File: config.mk
export PLATFORM = sky130hd
export DESIGN_NAME = scs_check
export DESIGN_NICKNAME = d
export VERILOG_FILES = /design/src/rtl/scs_pkg.sv /design/src/rtl/scs_accum.sv /design/src/rtl/scs_check.sv
export SDC_FILE = /design/constraint.sdc
export NUM_CORES = 1
export LEC_CHECK = 0
export CAP_MARGIN = 20
export CORE_MARGIN = 10
export CORE_UTILIZATION = 25
export DETAILED_ROUTE_END_ITERATION = 6
export PLACE_DENSITY_LB_ADDON = 0.2
export SYNTH_ARGS = -nofsm -noshare
export SYNTH_HDL_FRONTEND = slang
export SYNTH_HIERARCHICAL = 1
export SYNTH_SLANG_ARGS = --single-unit
File: constraint.sdc
create_clock -name clock -period 4.1 [get_ports clock]
set_clock_uncertainty 0.2 [all_clocks]
set_input_delay 0.615 -clock clock [delete_from_list [all_inputs] [get_ports clock]]
set_output_delay 0.615 -clock clock [all_outputs]
set_load 0.01 [all_outputs]
File: src/rtl/scs_pkg.sv
// Shared constants and state encoding for the frame checksum checker and generator.
// Latency: n/a (definitions only).
// Backpressure: n/a.
package scs_pkg;

  // Header bytes holding the little-endian frame length.
  localparam int PAYLOAD_ADDR_1 = 4;
  localparam int PAYLOAD_ADDR_2 = 5;
  // Shortest legal frame still has to cover both length bytes.
  localparam int MIN_LEN        = 6;
  // Length math is one bit wider than the length field so L+1 cannot wrap.
  localparam int LEN_W          = 17;

  typedef enum logic [2:0] {
    IDLE = 3'd0,
    RUN  = 3'd1,
    RXLO = 3'd2,
    RXHI = 3'd3,
    FIN  = 3'd4
  } state_t;

endpackage

File: src/rtl/scs_accum.sv
// Weighted 16-bit checksum accumulator: adds data << sel, wrapping modulo 2^16.
// Latency: sum updates on the clock edge after i_en.
// Backpressure: none; the caller decides when each byte is valid via i_en.
module scs_accum #(
  parameter int DATA_W = 8
) (
  input  logic              clock,
  input  logic              reset,
  input  logic              i_clr,
  input  logic              i_en,
  input  logic [1:0]        i_sel,
  input  logic [DATA_W-1:0] i_data,
  output logic [15:0]       o_sum
);

  logic [15:0] w_term;
  logic [15:0] r_sum;

  // Byte weight is 1, 2, 4 or 8 depending on its position within a 4-byte group.
  always_comb begin
    w_term = 16'(i_data) << i_sel;
  end

  // Running sum; carries out of bit 15 are intentionally dropped.
  always_ff @(posedge clock) begin
    if (reset) begin
      r_sum <= 16'd0;
    end else if (i_clr) begin
      r_sum <= 16'd0;
    end else if (i_en) begin
      r_sum <= r_sum + w_term;
    end
  end

  assign o_sum = r_sum;

endmodule

File: src/rtl/scs_check.sv
// Reads a length-prefixed frame from a synchronous RAM and compares its weighted checksum.
// Latency: done pulses L+3 cycles after the start sample (7 cycles on a bad length).
// Backpressure: none; mem_ready is only sampled in IDLE and ignored while busy.
module scs_check
  import scs_pkg::*;
#(
  parameter int RAM_WIDTH     = 8,
  parameter int RAM_ADDR_BITS = 10
) (
  input  logic                     clock,
  input  logic                     reset,
  input  logic                     mem_ready,
  output logic [RAM_ADDR_BITS-1:0] address,
  input  logic [RAM_WIDTH-1:0]     mem_output,
  output logic                     busy,
  output logic                     done,
  output logic                     pass,
  output logic                     err_len,
  output logic [15:0]              checksum_calc,
  output logic [15:0]              checksum_rx
);

  localparam logic [LEN_W-1:0] MAX_LEN = LEN_W'((1 << RAM_ADDR_BITS) - 2);

  state_t                   r_state;
  state_t                   w_next;
  logic [RAM_ADDR_BITS-1:0] r_addr;
  logic [RAM_ADDR_BITS-1:0] w_idx;
  logic [15:0]              r_len;
  logic [15:0]              r_rx;
  logic                     r_pass;
  logic                     r_err;
  logic [7:0]               w_byte;
  logic [LEN_W-1:0]         w_len;
  logic [LEN_W-1:0]         w_addr_ext;
  logic                     w_start;
  logic                     w_len_known;
  logic                     w_len_bad;
  logic                     w_last;
  logic                     w_acc_en;

  // Data on mem_output belongs to the address presented one cycle earlier.
  assign w_byte      = mem_output[7:0];
  assign w_idx       = r_addr - RAM_ADDR_BITS'(1);
  assign w_addr_ext  = LEN_W'(r_addr);
  assign w_start     = (r_state == IDLE) && mem_ready;
  assign w_len_known = (r_state == RUN) && (w_idx == RAM_ADDR_BITS'(PAYLOAD_ADDR_2));
  // The high length byte is used straight off the bus in the cycle it arrives.
  assign w_len       = w_len_known ? {1'b0, w_byte, r_len[7:0]} : {1'b0, r_len};
  assign w_len_bad   = (w_len < LEN_W'(MIN_LEN)) || (w_len > MAX_LEN);
  // Before the length is complete r_len holds stale data, so gate on MIN_LEN.
  assign w_last      = (w_addr_ext >= LEN_W'(MIN_LEN)) && (w_addr_ext == w_len);

  // Next-state decode; RUN is the only state that feeds the accumulator.
  always_comb begin
    w_next   = r_state;
    w_acc_en = 1'b0;
    case (r_state)
      IDLE: if (mem_ready) w_next = RUN;
      RUN: begin
        w_acc_en = 1'b1;
        if (w_len_known && w_len_bad) begin
          w_next = FIN;
        end else if (w_last) begin
          w_next = RXLO;
        end
      end
      RXLO:    w_next = RXHI;
      RXHI:    w_next = FIN;
      FIN:     w_next = IDLE;
      default: w_next = IDLE;
    endcase
  end

  // State register.
  always_ff @(posedge clock) begin
    if (reset) begin
      r_state <= IDLE;
    end else begin
      r_state <= w_next;
    end
  end

  // Read address walks forward while data is still needed and parks at 0 otherwise.
  always_ff @(posedge clock) begin
    if (reset) begin
      r_addr <= '0;
    end else if (w_next == RUN || w_next == RXLO || w_next == RXHI) begin
      r_addr <= r_addr + RAM_ADDR_BITS'(1);
    end else begin
      r_addr <= '0;
    end
  end

  // Length capture, received checksum capture and the pass/err verdict.
  always_ff @(posedge clock) begin
    if (reset) begin
      r_len  <= 16'd0;
      r_rx   <= 16'd0;
      r_pass <= 1'b0;
      r_err  <= 1'b0;
    end else begin
      if (w_start) begin
        r_rx   <= 16'd0;
        r_pass <= 1'b0;
        r_err  <= 1'b0;
      end
      if (r_state == RUN && w_idx == RAM_ADDR_BITS'(PAYLOAD_ADDR_1)) begin
        r_len[7:0] <= w_byte;
      end
      if (w_len_known) begin
        r_len[15:8] <= w_byte;
        if (w_len_bad) begin
          r_err  <= 1'b1;
          r_pass <= 1'b0;
        end
      end
      if (r_state == RXLO) begin
        r_rx[7:0] <= w_byte;
      end
      if (r_state == RXHI) begin
        r_rx[15:8] <= w_byte;
        r_pass     <= (checksum_calc == {w_byte, r_rx[7:0]});
      end
    end
  end

  scs_accum #(
    .DATA_W (RAM_WIDTH)
  ) u_accum (
    .clock  (clock),
    .reset  (reset),
    .i_clr  (w_start),
    .i_en   (w_acc_en),
    .i_sel  (w_idx[1:0]),
    .i_data (mem_output),
    .o_sum  (checksum_calc)
  );

  assign address     = r_addr;
  assign busy        = (r_state != IDLE);
  assign done        = (r_state == FIN);
  assign pass        = r_pass;
  assign err_len     = r_err;
  assign checksum_rx = r_rx;

endmodule

After elaboration in Yosys (flattened, before gate mapping)
Cells that the tools add are included.

storage, ports and cells
  register bits after elaboration = 63
  bits of input ports = 11

cells by class
  add/subtract/negate cells = 3
  order comparisons = 3
  eq/ne operators = 11
  shift-type cells = 1
  mux-type cells = 16
  bitwise logic cells = 1
  reduce and logical (&&, ||, !) cells = 14

operators by type and width
  cell                                                                               count
  16-bit 2-to-1 mux                                                                  2
  10-bit by 3-bit == test with 1-bit output, second input constant                   2
  16-bit adder                                                                       1
  10-bit by 16-bit == test with 1-bit output                                         1
  16-bit == test                                                                     1
  16-bit by 10-bit greater-than comparator with 1-bit output, second input constant  1
  16-bit by 3-bit less-than comparator with 1-bit output, second input constant      1
  8-bit 2-to-1 mux                                                                   2
  8-bit by 2-bit << shifter with 16-bit output                                       1
  3-bit by 2-bit == test with 1-bit output, second input constant                    4
  3-bit case mux with 4 select lines                                                 1
  10-bit by 1-bit adder with 10-bit output, second input constant                    1
  10-bit by 3-bit >= comparator with 1-bit output, second input constant             1
  10-bit by 1-bit subtractor with 10-bit output, second input constant               1
  3-bit 2-to-1 mux                                                                   3
  1-bit 2-to-1 mux                                                                   8
  3-bit by 1-bit == test with 1-bit output, second input constant                    2
  1-bit logical AND                                                                  5
  2-bit nonzero test                                                                 2
  2-bit OR reduction                                                                 2
  3-bit == test, second input constant                                               1
  3-bit zero test                                                                    1
  1-bit logical OR                                                                   3
  3-bit nonzero test                                                                 1
  1-bit NOT                                                                          1

Depth between registers and ports, before layout
Gate-level depths: netlist of run 1.

  depth after elaboration = 14
  gate-level depth with buffers = 12
  gate-level depth less buffers = 11

Cells and area by module
Netlist of run 1, hierarchy kept.

modules (own cells, without submodules)
  module     times used  cells an instance  area an instance (µm²)  seq. area each (µm²)
  scs_check  1           267                2404.8                  940.9
  scs_accum  1           160                1347.5                  320.3

Worst setup path after synthesis of run 1
OpenSTA, ideal clock, no wires.

  kind = register -> register
  from = reg r_addr[0] (netlist: address[0])
  to = reg u_accum.r_sum[12] (netlist: u_accum/o_sum[12])
  data arrival time = 3.224 ns
  path slack = 0.604 ns
  cell stages (with the launch flop) = 13
  path buffers = 1
  clock period less this slack = 3.496 ns
  cells stage by stage = dfxtp_1 -> inv_1 -> ha_1 -> inv_1 -> buf_1 -> nor2_1 -> ha_1 -> fa_1 -> a21o_1 -> a311o_1 -> and4_4 -> o211ai_2 -> mux2i_1

between the ends
  cells in the longest elaborated chain, start to end = 3

ends and longest elaborated chain
  what                                           line             RTL
  from (decl)                                    scs_check.sv:27  logic [RAM_ADDR_BITS-1:0] r_addr;
  from (signal assigned)                         scs_check.sv:89  r_addr <= r_addr + RAM_ADDR_BITS'(1);
  10-bit by 1-bit subtractor with 10-bit output  scs_check.sv:44  assign w_idx = r_addr - RAM_ADDR_BITS'(1);
  named net w_idx[0]                             scs_check.sv:28  logic [RAM_ADDR_BITS-1:0] w_idx;
  8-bit by 2-bit << shifter with 16-bit output   scs_accum.sv:21  w_term = 16'(i_data) << i_sel;
  16-bit adder                                   scs_accum.sv:31  r_sum <= r_sum + w_term;
  to (signal assigned)                           scs_accum.sv:31
  to (decl)                                      scs_accum.sv:17  logic [15:0] r_sum;

The timed path passes the listed nets, and every way through them passes these cells.
A chain may end at the register's enable or synchronous reset.

Final worst setup path of run 1
  from = reg r_addr[1] (netlist: address[1])
  to = reg u_accum.r_sum[12] (netlist: u_accum/o_sum[12])

Same word-level chain as after synthesis.

==> flow_summary.rst, run 1 <==
.. list-table::
   :header-rows: 1

   * - Metric
     - Value
   * - Result of the run
     - completed
   * - Synthesized-area fraction occupied by adder cells
     - 5.535%
   * - Power density normalized to cell area
     - 360.0 mW/mm^2
   * - Final wirelength
     - 11.47 mm
   * - Synthesized netlist net count
     - 454
   * - Number of synthesized register bits
     - 63
   * - Antenna violations before repair
     - 1
   * - Count of flip-flops with a built-in enable after synthesis
     - 0
   * - Layout Nets
     - 514
   * - Share of synthesized area spent on multiplexers
     - 7.869%
   * - Top-level port count
     - 57
   * - Leakage power total
     - 1.893 nW
   * - Path type of the worst min-delay path
     - flip-flop to flip-flop
   * - Routed wire per std cell
     - 16.94 um
   * - Total power of the final layout
     - 1.732 mW
   * - Drt via density
     - 4.852
   * - Startpoint of the most critical register-to-register path
     - address[1]
   * - Highest fanout seen on the critical path
     - 15
   * - CP required
     - 4.16 ns
   * - Number of input and output port buffers inserted
     - 56
   * - Element type at the critical path start
     - flip-flop
   * - Crit. End Element
     - flip-flop
   * - Stage delay of the slowest cell on the critical path
     - 0.48 ns
   * - Final antenna-violating net count
     - 0
   * - Die width
     - 142.5 um
   * - Post-Route Utilization
     - 32.85%
   * - Crit-path cells
     - inv_1 > ha_1 > inv_1 > nor2_1 > ha_1 > fa_1 > a21o_1 > a311o_1 > and4_4 > o211ai_2 > mux2i_1
   * - Reg2reg setup slack
     - 0.64 ns
   * - Cell family with the largest share of critical-path delay
     - adder cells
   * - Synth top area share
     - 33.61%
   * - Root cell of the clock tree
     - clkbuf_16
   * - First-pass GRT wire length
     - 18.09 mm
   * - Y dimension of the die
     - 142.5 um
   * - # hold bufs at CTS
     - 0
   * - Most frequent cell after synthesis
     - dfxtp_1
   * - Fin crit share
     - 84.48%
   * - Sinks on the clock net
     - 63
   * - Unrepaired setup endpoints after global routing
     - no
   * - Slew Limit Fails
     - 0
   * - # Max-Cap Violations
     - 0
   * - Max VDD drop
     - 190.8 uV
   * - Count of placed standard cells in the final layout, fillers left out
     - 677
   * - TritonCTS clock tree
     - yes
   * - Total die area
     - 0.02031 mm^2
   * - Dominant synthesized flop cell
     - dfxtp_1
   * - Post-synthesis compound-gate area fraction
     - 14.47%
   * - Length of the first detailed-routing pass in iterations
     - 4
   * - Length in cells of the worst reg-to-reg path
     - 11
   * - Start-to-end type of the worst setup path
     - flip-flop to flip-flop
   * - Critical-path cell with the highest stage delay
     - dfxtp_1
   * - Sequential area share after synthesis
     - 33.61%
   * - Footprint of the flip-flops and latches
     - 0.001261 mm^2
   * - Routability congestion estimate from global placement
     - 0.8732
   * - Clk pin slew, worst setup/hold paths
     - 0.05 ns
   * - Endpoints failing setup
     - 0
   * - Transition time at the pin with the least slew margin
     - 0.9154 ns
   * - Tmin final
     - 3.464 ns
   * - TritonCTS Buffers
     - 9
   * - Post-synthesis share of cell area spent on xor and xnor gates
     - 8.870%
   * - Number of fillers in the final layout
     - 1550
   * - Relative max-transition margin
     - 38.71%
   * - Yosys warns
     - 6
   * - Starting utilization of the core area
     - 25.62%
   * - Endpoint of the most critical register-to-register path
     - u_accum/o_sum[12]
   * - Half-perimeter wire length after detailed placement
     - 8.813 mm
   * - WHS
     - 0.2559 ns
   * - Drc violations
     - 0
   * - Insertion delay of the later-clocked pin in the worst-skew pair
     - 0.33 ns
   * - Post-cts gate resize count
     - 0
   * - Total negative slack for setup checks
     - 0 ns
   * - Area of combinational cells with multiple inputs
     - 0.002318 mm^2
   * - Cell count of the worst hold path
     - 2
   * - FMAX
     - 0.2887 GHz
   * - Cell total after placement
     - 660
   * - Worst Hold End
     - r_len[10]
   * - Number of distinct library cells after synthesis
     - 66
   * - FP Rows
     - 44
   * - Instance count of the mapped netlist
     - 427
   * - Total routing resource utilization after global routing
     - 11.36%
   * - Area of the core region
     - 0.01464 mm^2
   * - Synth Area in Simple Gates
     - 25.04%
   * - Layout-stage area growth over the synthesis result
     - 28.21%
   * - Data arrival time of the critical path
     - 3.52 ns
   * - Worst hold path startpoint
     - r_len[10]
   * - Largest net degree at the start of global routing
     - 42
   * - Mean instance size in the synthesized netlist
     - 8.788 um^2
   * - Initial drt markers
     - 190
   * - FFs w/ async S/R, synth
     - 0%
   * - Share of post-route cells with drive strength above 1
     - 12.40%
   * - Buffers & Inverters on Critical Path
     - 2
   * - Count of endpoints failing hold in the final timing report
     - 0
   * - H-tree levels
     - 3
   * - Post-synth top area cell
     - dfxtp_1
   * - Total setup buffers inserted after CTS
     - 0
   * - Most frequent cells after synthesis
     - dfxtp_1 (63), nor2_1 (41), nand2_1 (32), a21oi_1 (29), mux2i_1 (27)
   * - Mapped Area
     - 0.003752 mm^2
   * - Total global routing overflow
     - 0
   * - Via count of the first global-routing pass
     - 3284
   * - Vias
     - 3285
   * - Main combinational cell family by area after synthesis
     - simple AND/OR/NAND/NOR gates
   * - Cells taking the most area after synthesis
     - dfxtp_1 (34%), mux2i_1 (7.2%), xnor2_1 (5.4%)
   * - Maximum number of buffers from clock root to sink
     - 2
[logic make-up (layout without fill, tap and decap cells)]
group / after synthesis / after routing
other cells: 0 / 1
xor+xnor: 38 / 38
fa+ha+maj: 16 / 16
buf+inv: 30 / 95
mux: 29 / 29
simple gates: 171 / 171
compound gates: 80 / 80
flops: 63 / 63
[registers in the layout, indices dropped and copies added, names as in the netlist]
signal	cells
address	10
pass	1
err_len	1
r_len	16
u_accum/o_sum	16
r_state	3
checksum_rx	16
[layout by cell type, fill, tap and decap left out, drive strengths merged, types with 4 or more instances in the layout]
cell,n
dfxtp,63
clkdlybuf4s50,56
nor2,54
nand2,32
a21oi,29
mux2i,28
nand3,25
xnor2,23
a22oi,16
xor2,15
ha,15
buf,12
nand4,12
clkbuf,12
o21ai,11
or3,10
inv,10
and3,7
nor4,6
nor2b,5
a21o,5
o211ai,4
[stage by stage]
step	area, um^2	worst slack, ns
floorplan	3752	0.6041
global placement	4502	0.6315
detailed placement	4502	0.6008
CTS	4808	0.6450
global route	4808	0.4125
finish	4811	0.6361
[layout make-up]
cell class,count,share of cell area (%)
multi-input cells,334,48.19
flip-flops and latches,63,26.22
repair buffers,68,13.52
clock buffers,12,4.915
well taps,184,4.785
clock inverters,4,1.456
inverters,11,0.8583
diodes,1,0.05202
[routing by layer]
layer	global-route usage [%]	vias to the layer above	share of wire (%)
met5	0	-	0
met2	19.24	64	49
li1	-	1648	-
met4	2.823	0	1.0
met1	13.21	1565	44
met3	4.272	8	6.1
[worst max-delay path by stage]
| stage | from | to | slack, ns | cells past startpoint |
|---|---|---|---|---|
| after CTS | address[1] | u_accum/o_sum[12] | 0.64 | 11 |
| after floorplan | address[0] | u_accum/o_sum[12] | 0.60 | 12 |
| final | address[1] | u_accum/o_sum[12] | 0.64 | 11 |
| after detailed placement | mem_output[0] | u_accum/o_sum[12] | 0.60 | 10 |
| after global placement | mem_output[0] | u_accum/o_sum[12] | 0.63 | 10 |
| after global routing | address[1] | u_accum/o_sum[12] | 0.41 | 11 |
[power breakdown]
group	internal (mW)	total (mW)	leakage (nW)	switching [mW]
logic	0.122	0.292	1.23	0.170
clock network	0.530	0.803	0.151	0.272
registers	0.622	0.638	0.508	0.0154
[worst register-to-register path: cells and delay by family, from the launching register on]
family | cells | cell delay [ns]
adder cells (fa/ha/maj) | 3 | 0.93
AO/OA/AOI/OAI | 3 | 0.79
buffers and inverters | 2 | 0.49
flip-flops | 1 | 0.48
AND/OR/NAND/NOR | 2 | 0.31
multiplexers | 1 | 0.20
Note: power is estimated with default switching activity, not from simulation.
==> inputs of run 2 (changes only) <==
==> constraint.sdc (replaced) <==
create_clock -name clock -period 3.25 [get_ports clock]
set_clock_uncertainty 0.2 [all_clocks]
set_input_delay 0.4875 -clock clock [delete_from_list [all_inputs] [get_ports clock]]
set_output_delay 0.4875 -clock clock [all_outputs]
set_load 0.01 [all_outputs]
==> run 2 against run 1 <==
Design area is 1.6% higher. Flip-flop and latch count did not move. Combinational power is 40% higher. Critical path type is now primary input to flip-flop. Largest cell class unchanged. Largest power group unchanged. Highest routed layer unchanged.
==> flow_summary.rst, run 2 (synthesis results as in run 1) <==
.. list-table::
   :header-rows: 1

   * - Metric
     - Value
   * - Result of the run
     - completed (unchanged)
   * - Non-Filler Cell Area, Final
     - 0.004887 mm^2 (was 0.004811 mm^2)
   * - Clk pwr share
     - 42.8% (was 46.3%)
   * - CP required
     - 3.32 ns (was 4.16 ns)
   * - ANT cells
     - 0 (was 1)
   * - Critical-path cell with the highest stage delay
     - clkdlybuf4s50_1 (was dfxtp_1)
   * - Maximum number of buffers from clock root to sink
     - 2 (unchanged)
   * - Drt via density
     - 4.882 (was 4.852)
   * - Vias
     - 3364 (was 3285)
   * - Crit-path cells
     - clkdlybuf4s50_1 > buf_4 > mux2i_1 > mux2i_1 > ha_1 > nand2_1 > o211ai_1 > o211ai_1 > a2111o_1 > o21ai_2 (was inv_1 > ha_1 > inv_1 > nor2_1 > ha_1 > fa_1 > a21o_1 > a311o_1 > and4_4 > o211ai_2 > mux2i_1)
   * - Top-level port count
     - 57 (unchanged)
   * - # Max-Cap Violations
     - 0 (unchanged)
   * - Pint
     - 1.481 mW (was 1.274 mW)
   * - Antenna violations before repair
     - 0 (was 1)
   * - Power density normalized to cell area
     - 432.9 mW/mm^2 (was 360.0 mW/mm^2)
   * - H-tree levels
     - 3 (unchanged)
   * - Endpoints failing setup
     - 0 (unchanged)
   * - Die width
     - 142.5 um (unchanged)
   * - Cell total after placement
     - 673 (was 660)
   * - FMAX
     - 0.3444 GHz
   * - First-pass GRT wire length
     - 18.56 mm (was 18.09 mm)
   * - Layout-stage area growth over the synthesis result
     - 30.24% (was 28.21%)
   * - Clk pin slew, worst setup/hold paths
     - 0.06 ns (was 0.05 ns)
   * - Length of the first detailed-routing pass in iterations
     - 4 (unchanged)
   * - Cell count of the worst hold path
     - 2 (unchanged)
   * - Final antenna-violating net count
     - 0 (unchanged)
   * - Startpoint of the most critical register-to-register path
     - address[0] (was address[1])
   * - Via count of the first global-routing pass
     - 3411 (was 3284)
   * - Total routing resource utilization after global routing
     - 11.49% (was 11.36%)
   * - Fin crit share
     - 89.34%
   * - Crit. End Element
     - flip-flop (unchanged)
   * - Count of endpoints failing hold in the final timing report
     - 0 (unchanged)
   * - Post-cts gate resize count
     - 0 (unchanged)
   * - Half-perimeter wire length after detailed placement
     - 8.854 mm (was 8.813 mm)
   * - Path type of the worst min-delay path
     - flip-flop to flip-flop (unchanged)
   * - Leakage power total
     - 1.934 nW (was 1.893 nW)
   * - Insertion delay of the later-clocked pin in the worst-skew pair
     - 0.34 ns (was 0.33 ns)
   * - Slew Limit Fails
     - 0 (unchanged)
   * - Number of fillers in the final layout
     - 1532 (was 1550)
   * - # hold bufs at CTS
     - 0 (unchanged)
   * - FP Rows
     - 44 (unchanged)
   * - Part of the power in combinational logic
     - 19.3% (was 16.9%)
   * - Share of post-route cells with drive strength above 1
     - 15.45% (was 12.40%)
   * - Total die area
     - 0.02031 mm^2 (unchanged)
   * - Sw Pwr
     - 634.2 uW (was 457.9 uW)
   * - Worst Hold End
     - r_len[15] (was r_len[10])
   * - Relative max-transition margin
     - 58.89% (was 38.71%)
   * - Stage delay of the slowest cell on the critical path
     - 0.57 ns (was 0.48 ns)
   * - Final wirelength
     - 11.54 mm (was 11.47 mm)
   * - Initial drt markers
     - 122 (was 190)
   * - Routability congestion estimate from global placement
     - 0.8746 (was 0.8732)
   * - Drc violations
     - 0 (unchanged)
   * - Layout Nets
     - 527 (was 514)
   * - Element type at the critical path start
     - primary input (was flip-flop)
   * - Switching Share
     - 29.98% (was 26.44%)
   * - Post-place instance area
     - 0.004613 mm^2 (was 0.004502 mm^2)
   * - Most common library cell in the layout ignoring fill and taps
     - dfxtp_1 (unchanged)
   * - Endpoint of the most critical register-to-register path
     - u_accum/o_sum[12] (unchanged)
   * - Max VDD drop
     - 237.3 uV (was 190.8 uV)
   * - Routed wire per std cell
     - 16.75 um (was 16.94 um)
   * - Total setup buffers inserted after CTS
     - 0 (unchanged)
   * - TritonCTS clock tree
     - yes (unchanged)
   * - Tmin final
     - 2.904 ns
   * - Sinks on the clock net
     - 63 (unchanged)
   * - Fraction of power consumed by sequential logic
     - 37.9% (was 36.8%)
   * - Y dimension of the die
     - 142.5 um (unchanged)
   * - Final Worst Setup Slack
     - 0.3464 ns (was 0.6361 ns)
   * - Highest fanout seen on the critical path
     - 7 (was 15)
   * - Largest net degree at the start of global routing
     - 39 (was 42)
   * - Start-to-end type of the worst setup path
     - primary input to flip-flop (was flip-flop to flip-flop)
   * - Number of input and output port buffers inserted
     - 56 (unchanged)
   * - Data arrival time of the critical path
     - 2.97 ns (was 3.52 ns)
   * - Total global routing overflow
     - 0 (unchanged)
   * - Worst hold path startpoint
     - r_len[15] (was r_len[10])
   * - Starting utilization of the core area
     - 25.62% (unchanged)
   * - Transition time at the pin with the least slew margin
     - 0.6144 ns (was 0.9154 ns)
   * - Setup crit start
     - mem_output[4] (was address[1])
   * - Post-placement setup slack
     - 0.02373 ns (was 0.6008 ns)
   * - Most frequent cells in the layout
     - dfxtp_1 (62), clkdlybuf4s50_1 (56), nor2_1 (41) (was dfxtp_1 (63), clkdlybuf4s50_1 (56), nor2_1 (41))
   * - Root cell of the clock tree
     - clkbuf_16 (unchanged)
   * - Area of the core region
     - 0.01464 mm^2 (unchanged)
   * - Total negative slack for setup checks
     - 0 ns (unchanged)
   * - TritonCTS Buffers
     - 9 (unchanged)
   * - Reg2reg setup slack
     - 0.35 ns (was 0.64 ns)
   * - Unrepaired setup endpoints after global routing
     - no (unchanged)
   * - Count of placed standard cells in the final layout, fillers left out
     - 689 (was 677)
   * - WHS
     - 0.2523 ns (was 0.2559 ns)
   * - Length in cells of the worst reg-to-reg path
     - 11 (unchanged)
run 2: metal layers:
metal,part of all wire [%],global-route usage (%)
met1,46,14.06
met2,48,19.02
met3,5.0,3.705
met4,0.67,2.932
met5,0,0
run 2: worst max path at each step:
stage	depth (start not counted)	slack (ns)	end
5_1_grt	12	0.15	u_accum/o_sum[14]
3_3_place_gp	10	0.03	u_accum/o_sum[12]
3_5_place_dp	10	0.02	u_accum/o_sum[12]
2_1_floorplan	12	0.05	u_accum/o_sum[12]
6_report	10	0.35	u_accum/o_sum[13]
4_1_cts	11	0.35	u_accum/o_sum[12]
run 2: final cells by class:
class	instances	area, um^2	share of cell area (%)
multi-input combinational	334	2318	47.44
sequential	63	1262	25.83
timing repair buffer	81	760.7	15.57
tap	184	230.2	4.711
clock buffer	9	225.2	4.608
clock inverter	7	48.80	0.9985
inverter	11	41.29	0.8449
run 2: through the flow:
stage / util [%] / total power, mW
finish: 33.37 / 2.116
global route: 33.37 / 2.217
CTS: 33.37 / 2.141
detailed placement: 31.50 / 1.226
global placement: 31.50 / 1.223
floorplan: - / 1.075
run 2: power by group through the flow:
| stage | registers, mW | logic (mW) | clock network [mW] |
|---|---|---|---|
| 3_5_place_dp | 0.819 | 0.407 | 0 |
| 2_1_floorplan | 0.821 | 0.254 | 0 |
| 6_report | 0.802 | 0.409 | 0.905 |
| 3_3_place_gp | 0.820 | 0.403 | 0 |
| 4_1_cts | 0.802 | 0.409 | 0.929 |
| 5_1_grt | 0.804 | 0.451 | 0.963 |
run 2: critical path, delay by kind of cell:
kind | cells | cell delay, ns
AOI/OAI and AO/OA | 4 | 0.86
buffers and inverters | 2 | 0.80
adders and majority gates | 1 | 0.42
muxes | 2 | 0.30
and+or+nand+nor | 1 | 0.10
